$ cat src/rtl/pipe_hazard_ctrl_pkg.sv
// Shared pipeline definitions: register-address and forwarding types, hazard FSM states,
// pipeline-register layouts and the hazard control bundle.
package pipe_hazard_ctrl_pkg;

  localparam int unsigned RegAw = 5;
  localparam int unsigned Xlen  = 32;

  typedef logic [RegAw-1:0] reg_addr_t;
  typedef logic [Xlen-1:0]  word_t;

  // EX operand source select
  typedef logic [1:0] fwd_sel_t;
  localparam fwd_sel_t FwdRegFile = 2'b00;
  localparam fwd_sel_t FwdWb      = 2'b01;
  localparam fwd_sel_t FwdMem     = 2'b10;

  typedef enum logic [0:0] {
    StRun     = 1'b0,
    StMemWait = 1'b1
  } hz_state_e;

  typedef struct packed {
    word_t pc;
    word_t instr;
  } if_id_t;

  typedef struct packed {
    word_t     pc;
    word_t     rd1;
    word_t     rd2;
    reg_addr_t rs1;
    reg_addr_t rs2;
    reg_addr_t rd;
    logic      reg_write;
    logic      mem_to_reg;
  } id_ex_t;

  typedef struct packed {
    word_t     alu_out;
    word_t     write_data;
    reg_addr_t rd;
    logic      reg_write;
    logic      mem_req;
  } ex_mem_t;

  typedef struct packed {
    word_t     result;
    reg_addr_t rd;
    logic      reg_write;
  } mem_wb_t;

  typedef struct packed {
    logic stall_f;
    logic stall_d;
    logic stall_e;
    logic stall_m;
    logic flush_d;
    logic flush_e;
  } hz_ctrl_t;

  // x0 is hard-wired to zero, so it never produces a dependency.
  function automatic logic reg_hit(reg_addr_t producer, reg_addr_t consumer);
    return (producer != '0) && (producer == consumer);
  endfunction

endpackage

$ cat src/rtl/pipe_hazard_ctrl_fwd_unit.sv
// Per-operand forwarding select; MEM result takes priority over the older WB result.
module fwd_unit
  import pipe_hazard_ctrl_pkg::*;
(
  input  logic      i_reg_write_m,
  input  reg_addr_t i_a3_m,
  input  logic      i_reg_write_w,
  input  reg_addr_t i_a3_w,
  input  reg_addr_t i_rs_e,
  output fwd_sel_t  o_fwd
);

  always_comb begin
    o_fwd = FwdRegFile;
    if (i_reg_write_m && reg_hit(i_a3_m, i_rs_e)) begin
      o_fwd = FwdMem;
    end else if (i_reg_write_w && reg_hit(i_a3_w, i_rs_e)) begin
      o_fwd = FwdWb;
    end
  end

endmodule

$ cat src/rtl/pipe_hazard_ctrl.sv
// Pipeline hazard controller: forwarding selects, load-use stall, branch flush, memory-wait
// stall FSM with sticky timeout, and a saturating stall-cycle counter.
module pipe_hazard_ctrl
  import pipe_hazard_ctrl_pkg::*;
#(
  parameter int unsigned CNT_W       = 16,
  parameter int unsigned MEM_TIMEOUT = 255
) (
  input  logic             clk,
  input  logic             rst,
  input  logic [4:0]       RD1AddrD,
  input  logic [4:0]       RD2AddrD,
  input  logic [4:0]       RD1AddrE,
  input  logic [4:0]       RD2AddrE,
  input  logic [4:0]       A3E,
  input  logic [4:0]       A3M,
  input  logic [4:0]       A3W,
  input  logic             MemtoRegE,
  input  logic             RegWriteM,
  input  logic             RegWriteW,
  input  logic             BranchTakenE,
  input  logic             MemReqM,
  input  logic             MemReadyM,
  input  logic             PerfClr,
  output logic             StallF,
  output logic             StallD,
  output logic             StallE,
  output logic             StallM,
  output logic             FlushD,
  output logic             FlushE,
  output logic [1:0]       ForwardAE,
  output logic [1:0]       ForwardBE,
  output logic             MemTimeout,
  output logic [CNT_W-1:0] StallCnt
);

  localparam int unsigned    WaitW   = $clog2(MEM_TIMEOUT + 1);
  localparam logic [WaitW-1:0] WaitMax = WaitW'(MEM_TIMEOUT);
  localparam logic [CNT_W-1:0] CntMax  = '1;

  hz_state_e        r_state, w_state_next;
  logic [WaitW-1:0] r_wait_cnt, w_wait_cnt_next;
  logic             r_timeout, w_timeout_next;
  logic [CNT_W-1:0] r_stall_cnt, w_stall_cnt_next;

  logic     w_mem_stall, w_branch_flush, w_load_use;
  fwd_sel_t w_fwd_a, w_fwd_b;
  hz_ctrl_t w_ctrl;

  fwd_unit u_fwd_a (
    .i_reg_write_m (RegWriteM),
    .i_a3_m        (A3M),
    .i_reg_write_w (RegWriteW),
    .i_a3_w        (A3W),
    .i_rs_e        (RD1AddrE),
    .o_fwd         (w_fwd_a)
  );

  fwd_unit u_fwd_b (
    .i_reg_write_m (RegWriteM),
    .i_a3_m        (A3M),
    .i_reg_write_w (RegWriteW),
    .i_a3_w        (A3W),
    .i_rs_e        (RD2AddrE),
    .o_fwd         (w_fwd_b)
  );

  // The stall is raised in the same cycle the miss is seen, not one cycle later.
  always_comb begin
    w_state_next = r_state;
    w_mem_stall  = 1'b0;
    case (r_state)
      StRun: begin
        if (MemReqM && !MemReadyM) begin
          w_mem_stall  = 1'b1;
          w_state_next = StMemWait;
        end
      end
      StMemWait: begin
        if (MemReadyM) begin
          w_state_next = StRun;
        end else begin
          w_mem_stall = 1'b1;
        end
      end
    endcase
  end

  // A frozen pipeline ignores branch and load-use; they are re-evaluated on release.
  assign w_branch_flush = !w_mem_stall && BranchTakenE;
  assign w_load_use     = !w_mem_stall && !BranchTakenE && MemtoRegE &&
                          (reg_hit(A3E, RD1AddrD) || reg_hit(A3E, RD2AddrD));

  always_comb begin
    w_ctrl = '0;
    if (rst) begin
      w_ctrl.flush_d = 1'b1;
      w_ctrl.flush_e = 1'b1;
    end else begin
      w_ctrl.stall_f = w_mem_stall || w_load_use;
      w_ctrl.stall_d = w_mem_stall || w_load_use;
      w_ctrl.stall_e = w_mem_stall;
      w_ctrl.stall_m = w_mem_stall;
      w_ctrl.flush_d = w_branch_flush;
      w_ctrl.flush_e = w_branch_flush || w_load_use;
    end
  end

  assign StallF     = w_ctrl.stall_f;
  assign StallD     = w_ctrl.stall_d;
  assign StallE     = w_ctrl.stall_e;
  assign StallM     = w_ctrl.stall_m;
  assign FlushD     = w_ctrl.flush_d;
  assign FlushE     = w_ctrl.flush_e;
  assign ForwardAE  = rst ? FwdRegFile : w_fwd_a;
  assign ForwardBE  = rst ? FwdRegFile : w_fwd_b;
  assign MemTimeout = r_timeout;
  assign StallCnt   = r_stall_cnt;

  // Only cycles spent in MEM_WAIT that keep waiting advance the counter; it saturates so a
  // long hang cannot wrap it back below the threshold.
  always_comb begin
    w_wait_cnt_next = r_wait_cnt;
    if (w_state_next == StRun) begin
      w_wait_cnt_next = '0;
    end else if (r_state == StMemWait && r_wait_cnt != WaitMax) begin
      w_wait_cnt_next = r_wait_cnt + WaitW'(1);
    end
    w_timeout_next = r_timeout || (w_wait_cnt_next == WaitMax);
  end

  always_comb begin
    w_stall_cnt_next = r_stall_cnt;
    if (PerfClr) begin
      w_stall_cnt_next = '0;
    end else if (w_ctrl.stall_f && r_stall_cnt != CntMax) begin
      w_stall_cnt_next = r_stall_cnt + CNT_W'(1);
    end
  end

  always_ff @(posedge clk) begin
    if (rst) begin
      r_state     <= StRun;
      r_wait_cnt  <= '0;
      r_timeout   <= 1'b0;
      r_stall_cnt <= '0;
    end else begin
      r_state     <= w_state_next;
      r_wait_cnt  <= w_wait_cnt_next;
      r_timeout   <= w_timeout_next;
      r_stall_cnt <= w_stall_cnt_next;
    end
  end

endmodule

$ cat config.mk
export PLATFORM = sky130hd
export DESIGN_NAME = pipe_hazard_ctrl
export DESIGN_NICKNAME = d
export VERILOG_FILES = /design/src/rtl/pipe_hazard_ctrl_pkg.sv /design/src/rtl/pipe_hazard_ctrl_fwd_unit.sv /design/src/rtl/pipe_hazard_ctrl.sv
export SDC_FILE = /design/constraint.sdc
export NUM_CORES = 1
export LEC_CHECK = 0
export BUFFER_PORTS_ARGS = -buffer_cell sky130_fd_sc_hd__buf_2
export CORE_ASPECT_RATIO = 0.75
export CORE_MARGIN = 4
export CORE_UTILIZATION = 53
export CTS_CLUSTER_SIZE = 24
export DETAILED_ROUTE_END_ITERATION = 12
export GPL_TIMING_DRIVEN = 0
export HOLD_SLACK_MARGIN = 0.05
export PLACE_DENSITY = 0.95
export SYNTH_ARGS = -nofsm -noshare
export SYNTH_HDL_FRONTEND = slang
export SYNTH_SLANG_ARGS = --single-unit
$ cat constraint.sdc
create_clock -name clk -period 4.85 [get_ports clk]
set_clock_uncertainty 0.05 [all_clocks]
set_input_delay 0.485 -clock clk [delete_from_list [all_inputs] [get_ports clk]]
set_output_delay 0.485 -clock clk [all_outputs]
set_load 0.01 [all_outputs]
Yosys cells after proc, flatten, opt, wreduce, memory -nomap -nowiden
Cells that the tools add are included.
{ "word_totals": {"register_bits": 26, "wordCells": 57, "out_inout_bits": 27} }
{ "classes": {"muxes": 13, "bitwise_logic": 1, "n_addsub": 2, "n_reduce_logical": 28, "eq_ne": 9} }
{ "ops": {"columns": ["cell", "n"], "rows": [
  ["5-bit equality test", 6],
  ["1-bit logical AND", 17],
  ["16-bit by 1-bit adder with 16-bit output (second input constant)", 1],
  ["8-bit two-way mux", 2],
  ["16-bit != test (second input constant)", 1],
  ["5-bit nonzero test", 3],
  ["2-bit two-way mux", 5],
  ["8-bit by 1-bit adder with 8-bit output (second input constant)", 1],
  ["8-bit equality test (second input constant)", 1],
  ["8-bit != test (second input constant)", 1],
  ["1-bit logical OR", 4],
  ["1-bit two-way mux", 4],
  ["4-bit two-way mux", 1],
  ["1-bit zero test", 3],
  ["1-bit case mux with 2 select lines", 1],
  ["2-bit OR reduction", 1],
  ["1-bit inverter", 1]
]} }

Longest topological paths before layout
Gate-level depths: netlist of the first run.
{ "depth": {"word_depth": 11, "ltp_mapped": 9} }

Hierarchy
From an unflattened synthesis of the first run, not the netlist that was laid out.
{ "hier_totals": {"hier_cells": 231, "area_unflattened_um2": 1909.3} }
{ "modules_own_cells": {"columns": ["mod", "cells_per_inst", "area_each_um2", "seq_area_each_um2", "n_inst"], "rows": [
  ["pipe_hazard_ctrl", 191, 1606.5, 520.5, 1],
  ["fwd_unit", 20, 151.4, 0.0, 2]
]} }

Worst setup path after synthesis of the first run
No wires, ideal clock.
{ "synth_timing": {"kind": "input to output", "start": "in A3M[1]", "end": "out ForwardBE[0]", "slack_ps": 2467, "cell_stages": 4, "arrival_time_ps": 1848, "path_buffers": 0, "cell_sequence": "or4_1 -> o21ai_0 -> nor3_1 -> nor4_1"} }
{ "synth_via": {"elab_chain_cells": 5, "word_cells_on_any_way": 6, "cone_classes": "eq/ne (1); mux (2); reduce/logical (3)"} }
{ "synth_rtl": {"columns": ["element", "line_no", "source"], "rows": [
  ["from (decl)", "pipe_hazard_ctrl.sv:16", "input logic [4:0] A3M,"],
  ["5-bit equality test / 5-bit nonzero test (equally long branches)", "pipe_hazard_ctrl_pkg.sv:63", "return (producer != '0) && (producer == consumer);"],
  ["1-bit logical AND *", "pipe_hazard_ctrl_pkg.sv:63", null],
  ["1-bit logical AND *", "pipe_hazard_ctrl_fwd_unit.sv:15", "if (i_reg_write_m && reg_hit(i_a3_m, i_rs_e)) begin"],
  ["2-bit two-way mux *", "pipe_hazard_ctrl_fwd_unit.sv:15", null],
  ["2-bit two-way mux *", "pipe_hazard_ctrl.sv:116", "assign ForwardBE = rst ? FwdRegFile : w_fwd_b;"],
  ["to (decl)", "pipe_hazard_ctrl.sv:32", "output logic [1:0] ForwardBE,"]
]} }
Every way passes the cells marked *; elsewhere a longest branch is shown, timed or not.

Final worst setup path of the first run
{ "layout_timing": {"start": "in A3E[1]", "end": "out StallF"} }
{ "layout_via": {"elab_chain_cells": 6, "word_cells_on_any_way": 9, "cone_classes": "eq/ne (2); mux (1); reduce/logical (6)"} }
{ "layout_rtl": {"columns": ["element", "line_no", "source"], "rows": [
  ["from (decl)", "pipe_hazard_ctrl.sv:15", "input logic [4:0] A3E,"],
  ["5-bit equality test / 5-bit nonzero test (equally long branches)", "pipe_hazard_ctrl_pkg.sv:63", null],
  ["1-bit logical AND", "pipe_hazard_ctrl_pkg.sv:63", null],
  ["1-bit logical OR *", "pipe_hazard_ctrl.sv:92", "(reg_hit(A3E, RD1AddrD) || reg_hit(A3E, RD2AddrD));"],
  ["1-bit logical AND *", "pipe_hazard_ctrl.sv:91", "assign w_load_use = !w_mem_stall && !BranchTakenE && MemtoRegE &&"],
  ["1-bit logical OR *", "pipe_hazard_ctrl.sv:100", "w_ctrl.stall_f = w_mem_stall || w_load_use;"],
  ["4-bit two-way mux *", "pipe_hazard_ctrl.sv:96", "if (rst) begin"],
  ["to (decl)", "pipe_hazard_ctrl.sv:25", "output logic StallF,"]
]} }
Marks and branches as above.

==> impl_metrics.csv, run 1 <==
group,metric,value,unit
sta,clock.fmax,352.9,MHz
global_routing,grt_start_max_net_pins,14,
global_routing,antenna_found_initial,0,
drt,routed_wl,4.813,mm
layout,fill_cells,253,
floorplan,die_x,75.93,um
placement,gp_congestion,0.8848,
run_status,outcome,"complete, no violations",
clock_network,clk_pin_slew,0.09,ns
floorplan,num_rows,18,
min_path,hp-class,"in -> reg",
power_and_ir_drop,p_leak,0.8798,nW
synthesis,ys.flop_type,"dfxtp_1",
floorplan,io_pins,71,
sta,holdWs,0.4194,ns
drt,vias_per_cell,5.784,
worst_setup_path,worstPathRequired,4.32,ns
clock_network,postCtsSetupBuffers,0,
power_and_ir_drop,clock_power_share,28.9,%
synthesis,syn_area_per_cell,8.116,um^2
run,max_cap_viol_count,0,
layout,areaGrowthSynthToFinish,23.81,%
sta,hold_violations,0,
sta,period_share,58.43,%
power_and_ir_drop,cellPowerDensity,186.7,nW/um^2
clock_network,htreeDepth,1,
sta,finalSetupTns,0,ns
power_and_ir_drop,swShare,26.67,%
synthesis,netlist_area,1834,um^2
clock_network,cts_resized,0,
placement,dp_slack,2.057,ns
synthesis,synth_seq_cells,26,
worst_setup_path,crit_path_max_fanout,10,
worst_setup_path,critPathCaptureType,"output pin",
sta,relSlewSlack,59.74,%
power_and_ir_drop,p_int,0.3109,mW
drt,vias,1955,
layout,nNetsFinal,346,
worst_setup_path,critPathArrivalTime,2.30,ns
global_routing,grt_usage,21.41,%
drt,post_drt_wl_per_cell,14.24,um
worst_setup_path,start_kind,"input port",
synthesis,syn_inst,226,
synthesis,synth-edff-count,0,
global_routing,grt_pass1_vias,1730,
layout,fin_cells,338,
floorplan,core,3311,um^2
floorplan,initial_core_util,55.40,%
synthesis,synth_fp_nets,272,
synthesis,ys_async_sr_fraction,0,%
power_and_ir_drop,p_comb_share,20.3,%
layout,drive_above_1_share,28.86,%
synthesis,synth-seq-area-share,28.38,%
placement,port_buffers,69,
synthesis,ys_warn_count,0,
layout,num_antenna_cells,0,
clock_network,clk-insertion-delay-late,0.27,ns
drt,ant_nets,0,
clock_network,cts_tree,"built",
clock_network,root_buffer,"clkbuf_8",
drt,first_pass_iters,5,
placement,placed_cells,335,
drt,drt_first_iter_violations,201,
clock_network,cts_buffers,3,
sta,fin_crit,2.834,ns
sta,setup_viol,0,
drt,drc,0,
worst_setup_path,path_class,"in -> out",
power_and_ir_drop,p_switching,0.1131,mW
power_and_ir_drop,vdd_drop_max,0.1196,mV
sta,rsz0062_at_grt,"false",
synthesis,ys_types,49,
sta,slew_violations,0,
power_and_ir_drop,p_seq_share,50.8,%
global_routing,overflow,0,
clock_network,cts.sinks,26,
floorplan,die_y,58.95,um
floorplan,dieArea,4476,um^2
sta,worst_slack,2.016,ns
clock_network,holdBufCountCts,0,
global_routing,grt_first_pass_wirelength,7.886,mm
placement,dp_hpwl,3.884,mm
sta,worst_pin_slew,0.5992,ns
clock_network,cts.path.max_buffers,2,
## final timing paths
check	from	to	slack, ns	depth (start not counted)
worst min register to register	MemTimeout$_SDFF_PP0_	MemTimeout$_SDFF_PP0_	0.42	2
worst min-delay path	PerfClr	StallCnt[5]$_SDFFE_PP0P_	0.42	3
worst max-delay path	A3E[1]	StallF	2.02	9
worst max register to register	StallCnt[0]$_SDFFE_PP0P_	StallCnt[5]$_SDFFE_PP0P_	2.55	7
## Yosys cell counts, drive strengths merged, types with 3 or more instances
master  number  share of area (%)
a21oi       18                5.5
buf          7                3.0
dfxtp       26                 28
inv          5                1.0
mux2i        3                1.6
nand2       20                4.1
nand2b       4                1.4
nand3       15                4.1
nand4        8                2.7
nor2        14                2.9
nor3         8                2.5
nor4         4                1.4
o21ai        5                1.4
o31ai        9                3.7
or3          3                1.0
or4         13                5.3
xnor2       23                 11
xor2        10                4.8
## cell usage in the layout (no fill, tap or decap), types with 2 or more instances in the layout
cell type | Yosys | layout
buf_2 | 2 | 71
nand2b_1 | 4 | 4
nand4_1 | 8 | 8
xor2_1 | 10 | 10
nand3_1 | 15 | 15
inv_1 | 5 | 5
o31ai_1 | 9 | 9
or4_1 | 13 | 13
mux2i_1 | 3 | 3
and3_1 | 2 | 2
dfxtp_1 | 26 | 26
xnor2_1 | 23 | 23
or3_1 | 3 | 3
nand2_1 | 20 | 20
and2_1 | 2 | 2
nor3_1 | 7 | 7
a41oi_1 | 2 | 2
nor4_1 | 4 | 4
ha_1 | 2 | 2
o21ai_0 | 4 | 4
buf_4 | 3 | 3
buf_6 | 2 | 2
clkbuf_1 | 2 | 2
clkbuf_8 | 0 | 3
a21oi_1 | 17 | 17
nor2_1 | 14 | 14
## layer usage
| metal | vias to the layer above | GRT usage [%] | wire length (um) |
|---|---|---|---|
| li1 | 974 | - | - |
| met1 | 859 | 28.46 | 2029 |
| met2 | 111 | 34.27 | 2212 |
| met3 | 11 | 5.810 | 493 |
| met4 | 0 | 6.345 | 76 |
| met5 | - | 0 | 0 |
## sequential cells by signal, indices dropped and copies added, names as in the netlist
| signal | count |
|---|---|
| r_wait_cnt | 8 |
| StallCnt | 16 |
| MemTimeout | 1 |
| r_state | 1 |
## stage by stage
stage               total power, mW  utilization [%]  area (um^2)
detailed placement           0.3063            67.35         2230
CTS                          0.4263            68.59         2271
global route                 0.4442            68.59         2271
floorplan                    0.2690                -         1834
global placement             0.3034            67.35         2230
finish                       0.4240            68.59         2271
## worst max-delay path, cell delays in order
cell	delay, ns
buf_2	0.12
or4_1	0.54
nor2_1	0.19
nor3_2	0.09
a21oi_4	0.25
buf_6	0.18
inv_1	0.14
buf_4	0.16
buf_2	0.13
## power groups by stage
| stage | sequential, mW | clock [mW] | combinational [mW] |
|---|---|---|---|
| after floorplan | 0.220 | 0 | 0.0489 |
| after global placement | 0.220 | 0 | 0.0831 |
| after detailed placement | 0.220 | 0 | 0.0860 |
| after CTS | 0.215 | 0.125 | 0.0864 |
| after global routing | 0.216 | 0.135 | 0.0941 |
| final | 0.215 | 0.123 | 0.0863 |
## cell type report
cell class / instances / area, um^2 / share of cell area, %
multi-input cells: 185 / 1216 / 53.55
flip-flops and latches: 26 / 520.5 / 22.92
repair buffers: 69 / 345.3 / 15.21
plain buffers: 9 / 62.56 / 2.755
well taps: 40 / 50.05 / 2.204
clock buffers: 3 / 41.29 / 1.818
inverters: 6 / 35.03 / 1.543
## cells by family (layout without fill, tap and decap cells)
family | after synthesis | after routing | synth area share [%]
compound gates | 47 | 47 | 18.08
xor+xnor | 33 | 33 | 15.76
fa+ha+maj | 2 | 2 | 1.364
buf+inv | 15 | 87 | 5.321
flops | 26 | 26 | 28.38
mux | 3 | 3 | 1.637
simple gates | 100 | 100 | 29.47
No activity file was read; power rests on OpenSTA's default activity.
==> inputs of run 2 (changes only) <==
--- a/config.mk
+++ b/config.mk
@@ -5,15 +5,16 @@
 export SDC_FILE = /design/constraint.sdc
 export NUM_CORES = 1
 export LEC_CHECK = 0
+export ABC_AREA = 1
 export BUFFER_PORTS_ARGS = -buffer_cell sky130_fd_sc_hd__buf_2
 export CORE_ASPECT_RATIO = 0.75
 export CORE_MARGIN = 4
-export CORE_UTILIZATION = 53
+export CORE_UTILIZATION = 51
 export CTS_CLUSTER_SIZE = 24
 export DETAILED_ROUTE_END_ITERATION = 12
 export GPL_TIMING_DRIVEN = 0
 export HOLD_SLACK_MARGIN = 0.05
-export PLACE_DENSITY = 0.95
+export PLACE_DENSITY = 0.89
 export SYNTH_ARGS = -nofsm -noshare
 export SYNTH_HDL_FRONTEND = slang
 export SYNTH_SLANG_ARGS = --single-unit
==> constraint.sdc (replaced) <==
create_clock -name clk -period 2.78 [get_ports clk]
set_clock_uncertainty 0.05 [all_clocks]
set_input_delay 0.278 -clock clk [delete_from_list [all_inputs] [get_ports clk]]
set_output_delay 0.278 -clock clk [all_outputs]
set_load 0.01 [all_outputs]
==> run 2 against run 1 <==
Worst hold slack worse by 0.21 ns. Utilization is 3.5 points lower. Sequential power is 75% higher. Non-clock buffer count unchanged. Via count is 25% higher. Worst setup slack got worse by 1.5 ns. Sequential cell count did not move. First-iteration DRC count up 34%. Combinational power is 83% higher. Synthesized area rose by 17%.
==> impl_metrics.csv, run 2 <==
group,metric,value,unit
run_status,outcome,"complete, no violations",
drt,post_drt_wl_per_cell,12.25,um
clock_network,postCtsSetupBuffers,0,
global_routing,overflow,0,
floorplan,dieArea,5325,um^2
layout,nNetsFinal,464,
floorplan,die_x,82.95,um
sta,finalSetupTns,0,ns
drt,routed_wl,5.781,mm
layout,final_cell_mix,"nand2_1 (96), buf_2 (71), nor2_1 (44), inv_1 (41), nand3_1 (38)",
layout,largest_reg_flops,16,
sta,slew_violations,0,
worst_setup_path,critPathCaptureType,"output pin",
synthesis,synth_seq_cells,26,
worst_setup_path,worstPathRequired,2.45,ns
synthesis,syn_inst,343,
clock_network,cts_tree,"built",
sta,hold_violations,0,
sta,period_share,83.01,%
placement,port_buffers,70,
sta,worst_slack,0.4723,ns
global_routing,grt_first_pass_wirelength,9.770,mm
worst_setup_path,start_kind,"flip-flop",
sta,clock.fmax,433.3,MHz
drt,vias,2445,
power_and_ir_drop,cellPowerDensity,320.1,nW/um^2
clock_network,cts.path.max_buffers,2,
placement,placed_cells,468,
sta,rsz0062_at_grt,"false",
worst_setup_path,path_class,"reg -> out",
sta,worst_pin_slew,0.7085,ns
global_routing,antenna_found_initial,0,
sta,fin_crit,2.308,ns
synthesis,ys_async_sr_fraction,0,%
synthesis,synth_top_area_share,24.23,%
layout,fill_cells,363,
sta,relSlewSlack,52.77,%
min_path,hp-class,"in -> reg",
drt,first_pass_iters,5,
placement,gp_congestion,0.9534,
synthesis,ys_warn_count,0,
clock_network,clk-insertion-delay-late,0.27,ns
synthesis,synth_area_leaders,"dfxtp_1 (24%), nand2_1 (17%), nand3_1 (8.9%)",
power_and_ir_drop,vdd_drop_max,0.1906,mV
placement,dp_slack,0.7235,ns
drt,vias_per_cell,5.180,
global_routing,busiest_layer,"met2",
clock_network,clk_pin_slew,0.09,ns
synthesis,syn_area_per_cell,6.263,um^2
clock_network,cts.sinks,26,
synthesis,ys.flop_type,"dfxtp_1",
worst_setup_path,crit_path_max_fanout,11,
synthesis,netlist_area,2148,um^2
clock_network,holdBufCountCts,0,
clock_network,cts_resized,0,
drt,drc,0,
drt,drt_first_iter_violations,269,
layout,areaGrowthSynthToFinish,22.83,%
floorplan,io_pins,71,
global_routing,grt_start_max_net_pins,16,
synthesis,ys_types,32,
placement,dp_hpwl,4.545,mm
global_routing,grt_usage,21.67,%
sta,setup_viol,0,
synthesis,synth-edff-count,0,
synthesis,synth_fp_nets,389,
drt,ant_nets,0,
run,max_cap_viol_count,0,
layout,fin_cells,472,
synthesis,synth.most_common_cell,"nand2_1",
clock_network,htreeDepth,1,
layout,final_common_cell,"nand2_1",
layout,num_antenna_cells,0,
synthesis,synth-seq-area-share,24.23,%
global_routing,globalRouteMet3Util,3.093,%
floorplan,die_y,64.21,um
worst_setup_path,critPathArrivalTime,1.98,ns
power_and_ir_drop,p_leak,1.237,nW
synthesis,yosys.area.top_type,"dfxtp_1",
layout,drive_above_1_share,23.74,%
synthesis,yosys-top-cells-count,"nand2_1 (96), nor2_1 (44), inv_1 (41)",
floorplan,initial_core_util,52.99,%
clock_network,root_buffer,"clkbuf_8",
floorplan,core,4054,um^2
layout,fin_util,65.09,%
clock_network,cts_buffers,3,
global_routing,grt_pass1_vias,2271,
floorplan,num_rows,20,
global_routing,use_met1,28.30,%
global_routing,globalRouteMet2Util,37.30,%
-- run 2: changes by cell type after synthesis, sizes merged, moves of 3 or more --
cell,previous run,this run
nor2,14,45
or4,13,0
xor2,10,17
o31ai,9,0
or3,3,0
nor4,4,0
inv,5,41
xnor2,23,12
nand3,15,38
nand2b,4,0
nand4,8,5
mux2i,3,0
nor3,8,11
nand2,20,101
-- run 2: stage by stage --
stage | power [mW] | area (um^2) | hold WS [ns]
2_1_floorplan | 0.4724 | 2148 | 0.3061
3_3_place_gp | 0.5343 | 2567 | 0.3931
3_5_place_dp | 0.5397 | 2567 | 0.3962
4_1_cts | 0.8444 | 2639 | 0.2106
5_1_grt | 0.8794 | 2639 | 0.2197
6_report | 0.8446 | 2639 | 0.2077
-- run 2: cell type report --
type | instances | area, um^2 | share of cell area [%]
timing repair buffer | 70 | 350.3 | 13.28
clock buffer | 3 | 41.29 | 1.565
clock inverter | 1 | 30.03 | 1.138
tap | 55 | 68.82 | 2.608
sequential | 26 | 520.5 | 19.72
multi-input combinational | 267 | 1404 | 53.20
inverter | 42 | 157.7 | 5.974
buffer | 8 | 66.31 | 2.513
-- run 2: logic make-up (layout without fill, tap and decap cells) --
| logic type | count (synthesis) | after routing | share of synthesized area [%] |
|---|---|---|---|
| AO/OA/AOI/OAI | 32 | 32 | 10.25 |
| XOR/XNOR | 29 | 29 | 11.82 |
| adder cells (fa/ha/maj) | 2 | 2 | 1.165 |
| flip-flops | 26 | 26 | 24.23 |
| AND/OR/NAND/NOR | 204 | 204 | 42.11 |
| buffers and inverters | 50 | 124 | 10.42 |
-- run 2: worst max-delay path, cell delays in order, from the launching register on --
cell	delay, ns
dfxtp_1	0.35
o21bai_2	0.25
nand3b_1	0.11
nor2_1	0.15
nand3_1	0.16
nand2_4	0.18
buf_2	0.26
buf_4	0.14
buf_2	0.11
-- run 2: worst paths after layout --
| path | startpoint | cells past startpoint | end | slack, ns |
|---|---|---|---|---|
| max | r_state$_SDFF_PP0_ | 8 | StallF | 0.47 |
| min | rst | 2 | r_wait_cnt[0]$_SDFF_PP0_ | 0.21 |
| max reg2reg | r_wait_cnt[0]$_SDFF_PP0_ | 10 | MemTimeout$_SDFF_PP0_ | 0.70 |
| min reg2reg | MemTimeout$_SDFF_PP0_ | 2 | MemTimeout$_SDFF_PP0_ | 0.41 |
-- run 2: power by group --
group / switching (mW) / internal, mW
Sequential: 0.00197 / 0.374
Combinational: 0.0911 / 0.0665
Clock: 0.119 / 0.193
Total: 0.212 / 0.633
-- run 2: metal layers --
| layer | up-vias | part of all wire [%] |
|---|---|---|
| met5 | - | 0 |
| met4 | 0 | 1.7 |
| met3 | 10 | 6.3 |
| met2 | 82 | 48 |
| met1 | 1109 | 44 |
| li1 | 1244 | - |
